File: config.mk
export PLATFORM = sky130hd
export DESIGN_NAME = sram22_port_ctrl_flat
export DESIGN_NICKNAME = d
export VERILOG_FILES = /design/src/rtl/sram22_port_ctrl_pkg.sv /design/src/rtl/sram22_port_ctrl_if.sv /design/src/rtl/sram22_port_ctrl_rsp_fifo.sv /design/src/rtl/sram22_port_ctrl.sv /design/src/flat_wrapper.sv
export SDC_FILE = /design/constraint.sdc
export NUM_CORES = 1
export LEC_CHECK = 0
export BUFFER_PORTS_ARGS = -buffer_cell sky130_fd_sc_hd__buf_2
export CAP_MARGIN = 30
export CORE_ASPECT_RATIO = 0.9
export CORE_MARGIN = 3
export CORE_UTILIZATION = 30
export DETAILED_ROUTE_END_ITERATION = 10
export REMOVE_ABC_BUFFERS = 1
export SETUP_SLACK_MARGIN = 0.4
export SYNTH_ARGS = -nofsm -noshare
export SYNTH_HDL_FRONTEND = slang
export SYNTH_HIERARCHICAL = 1
export SYNTH_SLANG_ARGS = --single-unit
File: constraint.sdc
create_clock -name clk -period 3.3 [get_ports clk]
set_clock_uncertainty 0.2 [all_clocks]
set_input_delay 0.495 -clock clk [delete_from_list [all_inputs] [get_ports clk]]
set_output_delay 0.495 -clock clk [all_outputs]
set_load 0.1 [all_outputs]
File: src/rtl/sram22_port_ctrl_pkg.sv
// sram22_ctrl_pkg: shared types and constants for the sram22 port controller.
//   state_e        controller FSM states
//   RSP_DEPTH_DEF  default response-buffer depth (2 keeps reads at full rate)
//   RAM_DEPTH      word count of the 1024x32 macro
package sram22_ctrl_pkg;

  typedef enum logic {
    ST_CLEAR = 1'b0,
    ST_RUN   = 1'b1
  } state_e;

  localparam int RSP_DEPTH_DEF  = 2;
  localparam int ADDR_WIDTH_DEF = 10;

  function automatic int ram_depth(input int aw);
    return 1 << aw;
  endfunction

  localparam int RAM_DEPTH = ram_depth(ADDR_WIDTH_DEF);

endpackage

File: src/rtl/sram22_port_ctrl_if.sv
// sram22_port_ctrl_if: request/response streams between a client (master)
// and the sram22 port controller (slave).
//   req_valid/req_ready  request handshake; req_we/req_addr/req_wdata/req_wmask payload
//   rsp_valid/rsp_ready  read-response handshake; rsp_rdata payload
interface sram22_port_ctrl_if #(
  parameter int DATA_WIDTH  = 32,
  parameter int ADDR_WIDTH  = 10,
  parameter int WMASK_WIDTH = 1
);
  logic                   req_valid;
  logic                   req_ready;
  logic                   req_we;
  logic [ADDR_WIDTH-1:0]  req_addr;
  logic [DATA_WIDTH-1:0]  req_wdata;
  logic [WMASK_WIDTH-1:0] req_wmask;
  logic                   rsp_valid;
  logic                   rsp_ready;
  logic [DATA_WIDTH-1:0]  rsp_rdata;

  modport master (
    output req_valid, req_we, req_addr, req_wdata, req_wmask, rsp_ready,
    input  req_ready, rsp_valid, rsp_rdata
  );

  modport slave (
    input  req_valid, req_we, req_addr, req_wdata, req_wmask, rsp_ready,
    output req_ready, rsp_valid, rsp_rdata
  );
endinterface

File: src/rtl/sram22_port_ctrl_rsp_fifo.sv
// sram22_rsp_fifo: small synchronous FIFO holding read data until the
// consumer takes it.
//   clk, rst   clock, synchronous active-high reset (empties the FIFO)
//   i_push     write i_din (caller guarantees not full unless popping)
//   i_pop      drop head entry (caller guarantees not empty)
//   o_dout     head entry; stable while no pop
//   o_count    occupancy 0..DEPTH
module sram22_rsp_fifo #(
  parameter int DW    = 32,
  parameter int DEPTH = 2,
  localparam int PW   = (DEPTH > 1) ? $clog2(DEPTH) : 1,
  localparam int CW   = $clog2(DEPTH + 1)
) (
  input  logic          clk,
  input  logic          rst,
  input  logic          i_push,
  input  logic [DW-1:0] i_din,
  input  logic          i_pop,
  output logic [DW-1:0] o_dout,
  output logic [CW-1:0] o_count
);

  logic [DW-1:0] r_mem [DEPTH];
  logic [PW-1:0] r_wr_ptr;
  logic [PW-1:0] r_rd_ptr;
  logic [CW-1:0] r_count;

  function automatic logic [PW-1:0] ptr_inc(input logic [PW-1:0] p);
    return (p == PW'(DEPTH - 1)) ? '0 : p + 1'b1;
  endfunction

  always_ff @(posedge clk) begin
    if (i_push) r_mem[r_wr_ptr] <= i_din;
  end

  always_ff @(posedge clk) begin
    if (rst) begin
      r_wr_ptr <= '0;
      r_rd_ptr <= '0;
      r_count  <= '0;
    end else begin
      if (i_push) r_wr_ptr <= ptr_inc(r_wr_ptr);
      if (i_pop)  r_rd_ptr <= ptr_inc(r_rd_ptr);
      case ({i_push, i_pop})
        2'b10:   r_count <= r_count + 1'b1;
        2'b01:   r_count <= r_count - 1'b1;
        default: r_count <= r_count;
      endcase
    end
  end

  assign o_dout  = r_mem[r_rd_ptr];
  assign o_count = r_count;

  // The credit rule upstream makes both of these impossible.
  a_no_overflow:  assert property (@(posedge clk) disable iff (rst)
                    !(i_push && !i_pop && r_count == CW'(DEPTH)));
  a_no_underflow: assert property (@(posedge clk) disable iff (rst)
                    !(i_pop && r_count == '0));

endmodule

File: src/rtl/sram22_port_ctrl.sv
// sram22_port_ctrl: initiator-side controller for the single-port sram22
// macro (1-cycle read latency).
//   clk, rst          clock, synchronous active-high reset
//   bus (slave)       request stream in, read-response stream out
//   init_done         high once the controller is in RUN
//   sram_we/wmask/addr/din  macro inputs; sram_dout macro read data
//   sram_sae_int      macro sense-amp enable, looped back on sram_sae_muxed
// After reset the macro is optionally zero-filled (one word per cycle), then
// requests drive the macro ports combinationally. Read data is captured one
// cycle after issue into a small response FIFO; reads are only accepted while
// a FIFO slot is guaranteed, so the FIFO never overflows.
module sram22_port_ctrl
  import sram22_ctrl_pkg::*;
#(
  parameter int DATA_WIDTH     = 32,
  parameter int ADDR_WIDTH     = ADDR_WIDTH_DEF,
  parameter int WMASK_WIDTH    = 1,
  parameter int RSP_DEPTH      = RSP_DEPTH_DEF,
  parameter bit CLEAR_ON_RESET = 1'b1
) (
  input  logic                   clk,
  input  logic                   rst,
  sram22_port_ctrl_if.slave      bus,
  output logic                   init_done,
  output logic                   sram_we,
  output logic [WMASK_WIDTH-1:0] sram_wmask,
  output logic [ADDR_WIDTH-1:0]  sram_addr,
  output logic [DATA_WIDTH-1:0]  sram_din,
  input  logic [DATA_WIDTH-1:0]  sram_dout,
  input  logic                   sram_sae_int,
  output logic                   sram_sae_muxed
);

  localparam int DEPTH = ram_depth(ADDR_WIDTH);
  localparam int CW    = $clog2(RSP_DEPTH + 1);

  state_e                r_state;
  state_e                w_state_nxt;
  logic [ADDR_WIDTH-1:0] r_clr_cnt;
  logic                  r_rd_pend;
  logic                  r_init_done;
  logic [CW-1:0]         w_fifo_cnt;
  logic [CW:0]           w_occ;
  logic                  w_pop;
  logic                  w_rd_ok;
  logic                  w_rd_acc;
  logic                  w_clr_last;

  assign bus.rsp_valid = (w_fifo_cnt != '0);
  assign w_pop         = bus.rsp_valid & bus.rsp_ready;
  // Slots claimed after this edge: buffered + in flight - leaving now.
  // Counting the pop lets a full buffer still take a read each cycle.
  assign w_occ         = {1'b0, w_fifo_cnt} + (CW+1)'(r_rd_pend) - (CW+1)'(w_pop);
  assign w_rd_ok       = w_occ < (CW+1)'(RSP_DEPTH);
  assign w_rd_acc      = bus.req_valid & bus.req_ready & ~bus.req_we;
  assign w_clr_last    = (r_clr_cnt == ADDR_WIDTH'(DEPTH - 1));
  assign init_done     = r_init_done;
  assign sram_sae_muxed = sram_sae_int;

  always_ff @(posedge clk) begin
    if (rst) r_state <= CLEAR_ON_RESET ? ST_CLEAR : ST_RUN;
    else     r_state <= w_state_nxt;
  end

  always_comb begin
    w_state_nxt   = r_state;
    bus.req_ready = 1'b0;
    sram_we       = 1'b0;
    sram_wmask    = '0;
    sram_addr     = bus.req_addr;
    sram_din      = bus.req_wdata;
    unique case (r_state)
      ST_CLEAR: begin
        sram_we    = ~rst;
        sram_wmask = '1;
        sram_addr  = r_clr_cnt;
        sram_din   = '0;
        if (w_clr_last) w_state_nxt = ST_RUN;
      end
      ST_RUN: begin
        // Writes never need a response slot; reads need a credit.
        bus.req_ready = ~rst & r_init_done & (bus.req_we | w_rd_ok);
        sram_wmask    = bus.req_wmask;
        sram_we       = bus.req_valid & bus.req_ready & bus.req_we;
      end
    endcase
  end

  always_ff @(posedge clk) begin
    if (rst) begin
      r_clr_cnt   <= '0;
      r_rd_pend   <= 1'b0;
      r_init_done <= 1'b0;
    end else begin
      r_rd_pend   <= w_rd_acc;
      r_init_done <= (w_state_nxt == ST_RUN);
      if (r_state == ST_CLEAR && !w_clr_last) r_clr_cnt <= r_clr_cnt + 1'b1;
    end
  end

  // Data is captured the edge after issue, before any following write can
  // disturb sram_dout.
  sram22_rsp_fifo #(
    .DW    (DATA_WIDTH),
    .DEPTH (RSP_DEPTH)
  ) u_rsp_fifo (
    .clk     (clk),
    .rst     (rst),
    .i_push  (r_rd_pend),
    .i_din   (sram_dout),
    .i_pop   (w_pop),
    .o_dout  (bus.rsp_rdata),
    .o_count (w_fifo_cnt)
  );

endmodule

File: src/flat_wrapper.sv
// flat-port wrapper written by rule: the top's interface ports become plain ports
module sram22_port_ctrl_flat import sram22_ctrl_pkg::*;
#(
  parameter int DATA_WIDTH     = 32,
  parameter int ADDR_WIDTH     = ADDR_WIDTH_DEF,
  parameter int WMASK_WIDTH    = 1,
  parameter int RSP_DEPTH      = RSP_DEPTH_DEF,
  parameter bit CLEAR_ON_RESET = 1'b1
)
  (clk, rst, init_done, sram_we, sram_wmask, sram_addr, sram_din, sram_dout, sram_sae_int, sram_sae_muxed, bus_req_valid, bus_req_we, bus_req_addr, bus_req_wdata, bus_req_wmask, bus_rsp_ready, bus_req_ready, bus_rsp_valid, bus_rsp_rdata);
  sram22_port_ctrl_if #(.DATA_WIDTH(DATA_WIDTH), .ADDR_WIDTH(ADDR_WIDTH), .WMASK_WIDTH(WMASK_WIDTH)) bus_i ();
  input  logic clk;
  input  logic rst;
  output logic init_done;
  output logic sram_we;
  output logic [WMASK_WIDTH-1:0] sram_wmask;
  output logic [ADDR_WIDTH-1:0] sram_addr;
  output logic [DATA_WIDTH-1:0] sram_din;
  input  logic [DATA_WIDTH-1:0] sram_dout;
  input  logic sram_sae_int;
  output logic sram_sae_muxed;
  input wire logic [$bits(bus_i.req_valid)-1:0] bus_req_valid;
  input wire logic [$bits(bus_i.req_we)-1:0] bus_req_we;
  input wire logic [$bits(bus_i.req_addr)-1:0] bus_req_addr;
  input wire logic [$bits(bus_i.req_wdata)-1:0] bus_req_wdata;
  input wire logic [$bits(bus_i.req_wmask)-1:0] bus_req_wmask;
  input wire logic [$bits(bus_i.rsp_ready)-1:0] bus_rsp_ready;
  output wire logic [$bits(bus_i.req_ready)-1:0] bus_req_ready;
  output wire logic [$bits(bus_i.rsp_valid)-1:0] bus_rsp_valid;
  output wire logic [$bits(bus_i.rsp_rdata)-1:0] bus_rsp_rdata;
  assign bus_i.req_valid = bus_req_valid;
  assign bus_i.req_we = bus_req_we;
  assign bus_i.req_addr = bus_req_addr;
  assign bus_i.req_wdata = bus_req_wdata;
  assign bus_i.req_wmask = bus_req_wmask;
  assign bus_i.rsp_ready = bus_rsp_ready;
  assign bus_req_ready = bus_i.req_ready;
  assign bus_rsp_valid = bus_i.rsp_valid;
  assign bus_rsp_rdata = bus_i.rsp_rdata;
  sram22_port_ctrl #(.DATA_WIDTH(DATA_WIDTH), .ADDR_WIDTH(ADDR_WIDTH), .WMASK_WIDTH(WMASK_WIDTH), .RSP_DEPTH(RSP_DEPTH), .CLEAR_ON_RESET(CLEAR_ON_RESET)) u_core (.clk(clk), .rst(rst), .bus(bus_i), .init_done(init_done), .sram_we(sram_we), .sram_wmask(sram_wmask), .sram_addr(sram_addr), .sram_din(sram_din), .sram_dout(sram_dout), .sram_sae_int(sram_sae_int), .sram_sae_muxed(sram_sae_muxed));
endmodule
==> summary.txt, run 1 <==
Drt
  • Post-Route WL: 8180 um
  • First-pass detailed-route iteration total: 4
  • Vias after detailed routing: 2612
  • Drt via density: 4.48
  • Per-cell routed wire length: 14.0 um
  • Remaining routing DRC violations: 0
  • Antenna violation net count after detailed routing: 0
  • Routed length on met3: 694 um
  • Top sig layer: met4
  • Number of violations reported at the end of detailed-routing iteration 0: 132
  • DR WL met2: 3870 um
  • Met1 wire length: 3580 um

Clocking
  • Clock sink total: 81
  • Clk_lat worst skew: 330 ps
  • Level count of the clock H-tree: 3
  • Longest Clk Path Bufs: 2
  • Root Buffer Master: sky130_fd_sc_hd__clkbuf_16
  • Register clock-pin slew on the reported worst setup and hold paths: 60 ps
  • Total clock buffers created by CTS: 9
  • CTS tree: yes

Yosys
  • Xor and xnor fraction of the mapped netlist area: 1.20%
  • Synthesized instance count: 261
  • Syn Area/Cell: 14.0 um2
  • Share of synthesized cell area in full adder, half adder and majority cells: 1.57%
  • Prevailing post-synth register cell: sky130_fd_sc_hd__edfxtp_1
  • Sequential element share of the synthesized area: 61.8%
  • Synth cell types: 47
  • YS warnings: 6
  • Dominant combinational cell family by area after synthesis: simple AND/OR/NAND/NOR gates
  • Fraction of synthesized area in multiplexers: 12.3%
  • Share of the synthesized area in compound gates (AO/OA/AOI/OAI): 5.64%
  • Synthesized flop and latch total: 81
  • Number of enable flip-flop cells after synthesis: 64
  • Share of synthesized flip-flops with an asynchronous set or reset: 0%
  • Post-Syn Area: 0.00366 mm2
  • Area share of and/or/nand/nor cells after synthesis: 14.1%

Floorplan
  • Core area: 0.0117 mm2
  • Floorplan row count: 37
  • Number of primary I/O pins: 161
  • DIE AREA: 0.0136 mm2
  • Effective utilization at floorplan: 31.4%
  • Die X-Extent: 122 um
  • Floorplan die height: 111 um

GRT
  • Number of global-route vias before repair: 2645
  • Maximum number of pins on one net before global-route repair: 58
  • Global-route wire length before repair: 12900 um
  • Total routing usage reported by global routing: 12.0%
  • Overflow left after global routing: 0
  • Initial antenna violation count: 0

Layout
  • Net total in the final layout: 507
  • Leading cell type in the layout, fill and taps excluded: sky130_fd_sc_hd__buf_2
  • Antenna Cells: 0
  • Synth-to-Final Area Change: 36.2%
  • Share of cells above drive strength 1: 56.4%
  • Commonest non-fill, non-tap cells in the layout: sky130_fd_sc_hd__buf_2, sky130_fd_sc_hd__edfxtp_1, sky130_fd_sc_hd__mux2_2
  • Utilization of the core after routing: 42.7%

Timing
  • Hold Slack: 154 ps
  • Post-route clock period utilization: 87.6%
  • Post-layout min period: 2890 ps
  • Worst relative slew slack: 57.7%
  • Slew of the pin with the lowest slew margin: 634 ps
  • Maximum operating frequency: 346 MHz
  • Setup-violating endpoint count in the final report: 0
  • Endpoints failing hold: 0
  • Setup repair after global routing missed its margin: true
  • Slew Limit Fails: 0

Critical path
  • Highest fanout seen on the critical path: 3
  • Arrival time of data at the critical path endpoint: 2200 ps
  • Slowest stage cell, crit path: sky130_fd_sc_hd__fa_2
  • Critical path's largest stage delay: 450 ps
  • Ordered list of cells on the worst path: inv_2 -> nand2_2 -> and2_4 -> ha_4 -> nor2b_4 -> fa_2 -> nor2_2 -> o21a_1 -> buf_12
  • Critical Path RT: 2600 ps
  • Setup CP Type: flip-flop to primary output
  • CP Capture Type: primary output
  • Setup crit start kind: flip-flop

Power
  • Leakage power of the design: 2.03 nW
  • Total Power: 0.00236 W
  • Power density over cell area: 474 mW/mm2
  • Worst IR Drop VDD: 255 uV

Place
  • Dpl hpwl: 5810 um
  • Placer congestion estimate: 0.752
  • IO buf count: 158

Worst hold path
  • Hold Path Class: input pin to flip-flop

Outcome
  • Run status: complete, no violations

Job
  • Max-capacitance violation count: 0
==> report_power, final <==
group | leakage (nW) | switching (W) | internal [W]
clock network | 0.144 | 0.000401 | 0.000592
registers | 0.714 | 0.0000275 | 0.00111
logic | 1.18 | 0.000158 | 0.0000735
==> per-stage QoR <==
step	cells	setup TNS (ps)	instance area (um2)	worst slack, ps
after floorplan	245	-1600	3560	-813
after global placement	562	0	4590	486
after detailed placement	563	0	4620	484
after CTS	583	0	4980	395
after global routing	583	0	4980	310
final	583	0	4980	409
==> final cells by class <==
type / instances / area, um2
fill: 1097 / 6680
clock inverter: 7 / 76.3
clock buffer: 9 / 225
timing repair buffer: 166 / 886
tap: 156 / 195
inverter: 7 / 26.3
sequential: 81 / 2260
multi-input combinational: 157 / 1310
==> state kept, by name, indices dropped and copies added, names as in the netlist, named ones only <==
| name | count |
|---|---|
| u_core/u_rsp_fifo/r_rd_ptr | 1 |
| u_core/init_done | 1 |
| u_core/u_rsp_fifo/r_wr_ptr | 1 |
| u_core/u_rsp_fifo/r_mem | 64 |
| u_core/r_clr_cnt | 10 |
| u_core/u_rsp_fifo/o_count | 2 |
| u_core/r_rd_pend | 1 |
==> worst max-delay path: cells and delay by family (launching register included) <==
kind | cells | cell delay (ps)
AOI/OAI and AO/OA | 1 | 170
DFF | 1 | 340
buffers and inverters | 2 | 220
and+or+nand+nor | 4 | 470
adders and majority gates | 2 | 650
==> synth_stat cells (2+ instances only) <==
master | count | area, um2
sky130_fd_sc_hd__a211oi_2 | 4 | 50.1
sky130_fd_sc_hd__a21oi_1 | 4 | 20.0
sky130_fd_sc_hd__a2bb2oi_1 | 2 | 17.5
sky130_fd_sc_hd__a31oi_1 | 5 | 31.3
sky130_fd_sc_hd__and2_1 | 36 | 225
sky130_fd_sc_hd__and4_1 | 2 | 17.5
sky130_fd_sc_hd__and4b_1 | 2 | 20.0
sky130_fd_sc_hd__buf_2 | 5 | 25.0
sky130_fd_sc_hd__buf_4 | 4 | 30.0
sky130_fd_sc_hd__buf_6 | 2 | 22.5
sky130_fd_sc_hd__clkbuf_1 | 4 | 15.0
sky130_fd_sc_hd__dfxtp_1 | 17 | 340
sky130_fd_sc_hd__edfxtp_1 | 64 | 1920
sky130_fd_sc_hd__ha_1 | 3 | 37.5
sky130_fd_sc_hd__inv_1 | 7 | 26.3
sky130_fd_sc_hd__mux2_1 | 2 | 22.5
sky130_fd_sc_hd__mux2_2 | 38 | 428
sky130_fd_sc_hd__nand2_1 | 7 | 26.3
sky130_fd_sc_hd__nand3_1 | 2 | 10.0
sky130_fd_sc_hd__nand4_1 | 5 | 31.3
sky130_fd_sc_hd__nand4b_1 | 2 | 17.5
sky130_fd_sc_hd__nor2_1 | 8 | 30.0
sky130_fd_sc_hd__nor2b_1 | 3 | 18.8
sky130_fd_sc_hd__nor3_1 | 4 | 20.0
sky130_fd_sc_hd__o21ai_0 | 4 | 20.0
sky130_fd_sc_hd__xnor2_1 | 4 | 35.0
==> cell families (layout without fill, tap and decap cells) <==
logic type,after synthesis,in the layout
fa+ha+maj,4,4
simple gates,82,82
buf+inv,23,189
mux,40,40
flops,81,81
compound gates,26,26
xor+xnor,5,5
==> routing by layer <==
layer	track usage (%)	vias to the layer above
li1	-	1284
met1	14.7	1211
met2	20.1	113
met3	4.44	4
met4	2.46	0
met5	0	-
==> timing repair <==
action                     in CTS  in global routing
pin swaps                       5                  2
setup endpoints to repair       1                  1
setup buffers                   4                  0
gates resized for setup        10                  1
hold buffers                    0                  0
==> path summary, 6_finish.rpt <==
path / cells after the start / startpoint / slack, ps / end
setup / recovery: 9 / u_core/u_rsp_fifo/o_count[1]$_SDFFE_PP0P_ / 410 / bus_req_ready
hold / removal: 1 / sram_dout[19] / 150 / u_core/u_rsp_fifo/r_mem[1][19]$_DFFE_PP_
setup reg to reg: 8 / u_core/u_rsp_fifo/o_count[1]$_SDFFE_PP0P_ / 1320 / u_core/r_rd_pend$_SDFF_PP0_
hold reg to reg: 2 / u_core/u_rsp_fifo/r_rd_ptr$_SDFFE_PP0P_ / 320 / flip-flop
Power figures use the tool's default switching activity.
==> run 2, diff against run 1 <==
--- a/config.mk
+++ b/config.mk
@@ -11,7 +11,6 @@
 export CORE_MARGIN = 3
 export CORE_UTILIZATION = 30
 export DETAILED_ROUTE_END_ITERATION = 10
-export REMOVE_ABC_BUFFERS = 1
 export SETUP_SLACK_MARGIN = 0.4
 export SYNTH_ARGS = -nofsm -noshare
 export SYNTH_HDL_FRONTEND = slang
==> run 2 against run 1 <==
Effect of this change:
- sequential share of layout area fell by 0.51 points
- utilization up 0.54 points
- flip-flop and latch count stayed put
- global-route usage rose by 0.33 points
- setup slack improved by 22 ps
- largest power group unchanged
- count of clock-buffer cells in the layout unchanged
- sequential power about the same
==> summary.txt, run 2 (synthesized netlist as in run 1, its figures left out) <==
Outcome
  • Run status: complete, no violations

Job
  • Max-capacitance violation count: 0

Timing
  • Slew Limit Fails: 0
  • Post-route clock period utilization: 87.0%
  • Setup-violating endpoint count in the final report: 0
  • Hold Slack: 155 ps
  • Maximum operating frequency: 349 MHz
  • Slew of the pin with the lowest slew margin: 549 ps
  • Worst relative slew slack: 63.3%
  • Setup repair after global routing missed its margin: true
  • Final TNS setup: 0 ps
  • Post-layout min period: 2870 ps
  • Endpoints failing hold: 0

Clocking
  • Register clock-pin slew on the reported worst setup and hold paths: 60 ps
  • Clock sink total: 81
  • CTS tree: yes
  • Level count of the clock H-tree: 3
  • CTS Hold Bufs: 0
  • Longest Clk Path Bufs: 2
  • Root Buffer Master: sky130_fd_sc_hd__clkbuf_16
  • Total clock buffers created by CTS: 9
  • Clk_lat worst skew: 330 ps

Power
  • Power density over cell area: 465 mW/mm2
  • Leakage power of the design: 2.07 nW
  • Worst IR Drop VDD: 349 uV

Floorplan
  • Floorplan die height: 111 um
  • Effective utilization at floorplan: 31.4%
  • DIE AREA: 0.0136 mm2
  • Die X-Extent: 122 um
  • Number of primary I/O pins: 161
  • Core area: 0.0117 mm2
  • Floorplan row count: 37

Place
  • Dpl hpwl: 5860 um
  • IO buf count: 158
  • Placer congestion estimate: 0.786

Drt
  • Per-cell routed wire length: 14.1 um
  • Remaining routing DRC violations: 0
  • Antenna violation net count after detailed routing: 0
  • Drt via density: 4.59
  • Number of violations reported at the end of detailed-routing iteration 0: 160
  • First-pass detailed-route iteration total: 4
  • Post-Route WL: 8260 um
  • Vias after detailed routing: 2683

Critical path
  • Critical Path RT: 2600 ps
  • Setup crit start kind: flip-flop
  • CP Capture Type: primary output
  • Setup CP Type: flip-flop to primary output
  • Highest fanout seen on the critical path: 2
  • Reg2Reg Setup Slack: 1320 ps
  • Arrival time of data at the critical path endpoint: 2170 ps

Layout
  • Antenna Cells: 0
  • Commonest non-fill, non-tap cells in the layout: sky130_fd_sc_hd__buf_2, sky130_fd_sc_hd__edfxtp_1, sky130_fd_sc_hd__mux2_2
  • Leading cell type in the layout, fill and taps excluded: sky130_fd_sc_hd__buf_2
  • Net total in the final layout: 508
  • Number of fillers in the final layout: 1124
  • Synth-to-Final Area Change: 37.9%
  • Max reg flops: 64
  • Share of cells above drive strength 1: 62.9%
  • Biggest register: u_core/u_rsp_fifo/r_mem

GRT
  • Maximum number of pins on one net before global-route repair: 44
  • Number of global-route vias before repair: 2707
  • Global-route wire length before repair: 13200 um
  • Initial antenna violation count: 0
  • Total routing usage reported by global routing: 12.3%
  • Overflow left after global routing: 0

Worst hold path
  • Hold Path Class: input pin to flip-flop

Yosys
  • Post-Synthesis Net Count: 346
[run 2: through the flow]
stage / cells / cell area, um2 / worst slack, ps / power, W / util [%]
floorplan: 261 / 3710 / 116 / 0.00133 / -
global placement: 562 / 4660 / 506 / 0.00139 / 39.9
detailed placement: 563 / 4680 / 493 / 0.00139 / 40.1
CTS: 584 / 5050 / 331 / 0.00238 / 43.3
global route: 584 / 5050 / 347 / 0.00246 / 43.3
finish: 584 / 5050 / 431 / 0.00234 / 43.3
[run 2: worst max-delay path, stage by stage (launching register included)]
cell and delay [ps]:
sky130_fd_sc_hd__dfxtp_4 350, sky130_fd_sc_hd__inv_4 60, sky130_fd_sc_hd__nand2_4 40, sky130_fd_sc_hd__and2_4 140, sky130_fd_sc_hd__ha_4 260, sky130_fd_sc_hd__nor2b_1 50
sky130_fd_sc_hd__fa_2 350, sky130_fd_sc_hd__xnor2_2 200, sky130_fd_sc_hd__nor2_4 50, sky130_fd_sc_hd__o21a_4 200, sky130_fd_sc_hd__buf_12 160
[run 2: path summary, 6_finish.rpt]
| kind | to | depth (start not counted) | from |
|---|---|---|---|
| setup / recovery | bus_req_ready | 10 | u_core/u_rsp_fifo/o_count[1]$_SDFFE_PP0P_ |
| setup reg to reg | u_core/r_rd_pend$_SDFF_PP0_ | 8 | u_core/u_rsp_fifo/o_count[1]$_SDFFE_PP0P_ |
| hold / removal | u_core/u_rsp_fifo/r_mem[1][30]$_DFFE_PP_ | 1 | sram_dout[30] |
| hold reg to reg | flip-flop | 2 | u_core/u_rsp_fifo/r_rd_ptr$_SDFFE_PP0P_ |
[run 2: timing repair]
item | 4_1_cts | 5_1_grt
buffers inserted | 5 | 0
endpoints found under the setup margin | 1 | 1
pin swaps | 4 | 3
resized for setup | 12 | 0
gates cloned | 0 | 0
[run 2: per-layer routing]
| layer | GRT usage [%] | part of all wire, % |
|---|---|---|
| met1 | 15.0 | 41 |
| met2 | 20.7 | 48 |
| met3 | 4.59 | 10 |
| met4 | 2.76 | 0.81 |
| met5 | 0 | 0 |
[run 2: layout make-up]
| type | instances | area [um2] | share of cell area, % |
|---|---|---|---|
| multi-input cells | 157 | 1360 | 27.0 |
| clock inverters | 7 | 67.6 | 1.34 |
| flip-flops and latches | 81 | 2270 | 44.9 |
| well taps | 156 | 195 | 3.87 |
| inverters | 7 | 28.8 | 0.570 |
| repair buffers | 167 | 898 | 17.8 |
| clock buffers | 9 | 225 | 4.46 |
[run 2: power breakdown]
group          internal (W)  switching [W]  total, W
sequential          0.00111      0.0000269   0.00114
combinational     0.0000738       0.000160  0.000233
clock              0.000584       0.000388  0.000973
total               0.00177       0.000575   0.00234
==> run 3, diff against run 2 <==
--- a/config.mk
+++ b/config.mk
@@ -11,6 +11,7 @@
 export CORE_MARGIN = 3
 export CORE_UTILIZATION = 30
 export DETAILED_ROUTE_END_ITERATION = 10
+export PLACE_DENSITY_LB_ADDON = 0.15
 export SETUP_SLACK_MARGIN = 0.4
 export SYNTH_ARGS = -nofsm -noshare
 export SYNTH_HDL_FRONTEND = slang
==> run 3 against run 2 <==
Effect of this change:
- setup slack got worse by 69 ps
- sequential share of layout area fell by 0.32 points
- global-route usage down 0.27 points
- flip-flop and latch count is the same
- utilization rose by 0.26 points
- count of clock-buffer cells in the layout did not move
- power grew 4.9%
- die area stayed put
- critical path depth is 1 lower
- largest cell class unchanged
==> summary.txt, run 3 (synthesized netlist as in run 1, its figures left out) <==
Outcome
  • Run status: complete, no violations

Layout
  • Leading cell type in the layout, fill and taps excluded: sky130_fd_sc_hd__buf_2
  • Biggest register: u_core/u_rsp_fifo/r_mem
  • Synth-to-Final Area Change: 38.7%
  • Net total in the final layout: 509
  • Final design instance area without fill: 0.00508 mm2
  • Antenna Cells: 0
  • Share of cells above drive strength 1: 63.6%
  • Commonest non-fill, non-tap cells in the layout: sky130_fd_sc_hd__buf_2, sky130_fd_sc_hd__edfxtp_1, sky130_fd_sc_hd__mux2_2
  • Max reg flops: 64

Power
  • Clock group share of total power: 44.2%
  • Power density over cell area: 485 mW/mm2
  • Share of power burned in registers: 46.3%
  • Worst IR Drop VDD: 236 uV
  • Relative contribution of combinational cells to total power: 9.5%
  • Switching power: 0.000598 W
  • Internal power: 0.00186 W
  • Leakage power of the design: 2.09 nW
  • Switch share: 24.3%

Timing
  • Endpoints failing hold: 0
  • Setup repair after global routing missed its margin: true
  • Post-layout min period: 2940 ps
  • Post-route clock period utilization: 89.1%
  • Setup-violating endpoint count in the final report: 0
  • Worst relative slew slack: 65.9%
  • Final TNS setup: 0 ps
  • Slew Limit Fails: 0
  • Slew of the pin with the lowest slew margin: 515 ps
  • Maximum operating frequency: 340 MHz

Critical path
  • Reg2Reg Setup Slack: 1240 ps
  • Worst Path Buf+Inv: 2
  • Arrival time of data at the critical path endpoint: 2240 ps
  • Setup crit start kind: flip-flop
  • Critical Path RT: 2600 ps
  • Slowest stage cell, crit path: sky130_fd_sc_hd__fa_2
  • Ordered list of cells on the worst path: inv_2 -> nand2_4 -> and2_4 -> ha_4 -> nor2b_2 -> fa_2 -> nor2_4 -> o21a_4 -> buf_12
  • Setup CP Type: flip-flop to primary output
  • Highest fanout seen on the critical path: 2
  • Critical path's largest stage delay: 600 ps
  • Kind of cell with the highest combined delay on the critical path: adder cells
  • Reg2Reg Launch Point: u_core/u_rsp_fifo/o_count[0]$_SDFFE_PP0P_
  • CP Capture Type: primary output
  • Reg2reg end: u_core/r_rd_pend$_SDFF_PP0_
  • Cell depth of the worst flop-to-flop path: 8

Floorplan
  • Core area: 0.0117 mm2
  • Floorplan die height: 111 um
  • Floorplan row count: 37
  • Effective utilization at floorplan: 31.4%
  • Die X-Extent: 122 um
  • DIE AREA: 0.0136 mm2
  • Number of primary I/O pins: 161

Place
  • Dpl hpwl: 5890 um
  • IO buf count: 158
  • Area after detailed placement: 0.00467 mm2
  • Placer congestion estimate: 0.799

GRT
  • Global routing met2 resource utilization: 20.5%
  • Met3 track demand over resource in global routing: 3.98%
  • Number of global-route vias before repair: 2652
  • Layer with the highest usage: met2
  • Initial antenna violation count: 0
  • Met1 demand-to-capacity share in global routing: 14.2%
  • Maximum number of pins on one net before global-route repair: 33
  • Total routing usage reported by global routing: 12.1%
  • Global-route wire length before repair: 12900 um
  • Overflow left after global routing: 0

Clocking
  • Longest Clk Path Bufs: 2
  • Total clock buffers created by CTS: 9
  • Clock sink total: 81
  • CTS tree: yes
  • CTS Hold Bufs: 0
  • Root Buffer Master: sky130_fd_sc_hd__clkbuf_16
  • Register clock-pin slew on the reported worst setup and hold paths: 60 ps
  • Level count of the clock H-tree: 3
  • Clk_lat worst skew: 330 ps

Drt
  • Per-cell routed wire length: 14.2 um
  • Vias after detailed routing: 2649
  • Remaining routing DRC violations: 0
  • Drt via density: 4.53
  • Number of violations reported at the end of detailed-routing iteration 0: 118
  • Antenna violation net count after detailed routing: 0
  • Post-Route WL: 8310 um
  • First-pass detailed-route iteration total: 4

Worst hold path
  • Hold Path Class: input pin to flip-flop
  • End point of the most critical hold path: u_core/u_rsp_fifo/r_mem[1][5]$_DFFE_PP_
  • Worst hold stages: 1
  • Hold Startpoint: sram_dout[5]

Yosys
  • Post-Synthesis Net Count: 346

Job
  • Max-capacitance violation count: 0
==> run 3: power groups by stage <==
stage	combinational [W]	sequential, W	clock [W]
2_1_floorplan	0.000182	0.00115	0
3_3_place_gp	0.000230	0.00116	0
3_5_place_dp	0.000233	0.00116	0
4_1_cts	0.000234	0.00114	0.00112
5_1_grt	0.000246	0.00114	0.00118
6_report	0.000233	0.00114	0.00109
==> run 3: repair_timing <==
item | in CTS | in global routing
pin swaps | 2 | 4
endpoints found under the setup margin | 1 | 1
setup buffers | 4 | 1
gates resized for setup | 9 | 2
==> run 3: layout make-up <==
| class | count | area [um2] |
|---|---|---|
| clock buffer | 9 | 225 |
| clock inverter | 7 | 105 |
| fill | 1129 | 6590 |
| inverter | 7 | 26.3 |
| multi-input combinational | 157 | 1370 |
| sequential | 81 | 2260 |
| tap | 156 | 195 |
| timing repair buffer | 168 | 893 |
==> run 3: worst max path at each step <==
stage | start | endpoint | slack, ps | cells past startpoint
2_1_floorplan | u_core/init_done$_SDFF_PP0_ | sram_addr[3] | 120 | 4
3_5_place_dp | bus_rsp_ready | bus_req_ready | 480 | 8
6_report | u_core/u_rsp_fifo/o_count[0]$_SDFFE_PP0P_ | bus_req_ready | 360 | 9
4_1_cts | u_core/u_rsp_fifo/o_count[0]$_SDFFE_PP0P_ | bus_req_ready | 340 | 10
5_1_grt | u_core/u_rsp_fifo/o_count[0]$_SDFFE_PP0P_ | bus_req_ready | 300 | 10
3_3_place_gp | bus_rsp_ready | bus_req_ready | 520 | 8
==> run 3: per-stage QoR <==
step	hold WS [ps]	utilization [%]	setup slack (ps)	power, W	std cells
after global placement	299	39.9	519	0.00139	563
after global routing	132	43.5	303	0.00256	585
after detailed placement	309	40.0	481	0.00139	564
after CTS	138	43.3	339	0.00249	584
after floorplan	277	-	116	0.00133	261
final	152	43.5	361	0.00246	585
==> run 3: per-layer routing <==
layer / wire length (um) / vias up
li1: - / 1288
met1: 3500 / 1243
met2: 4020 / 106
met3: 638 / 12
met4: 155 / 0
met5: 0 / -
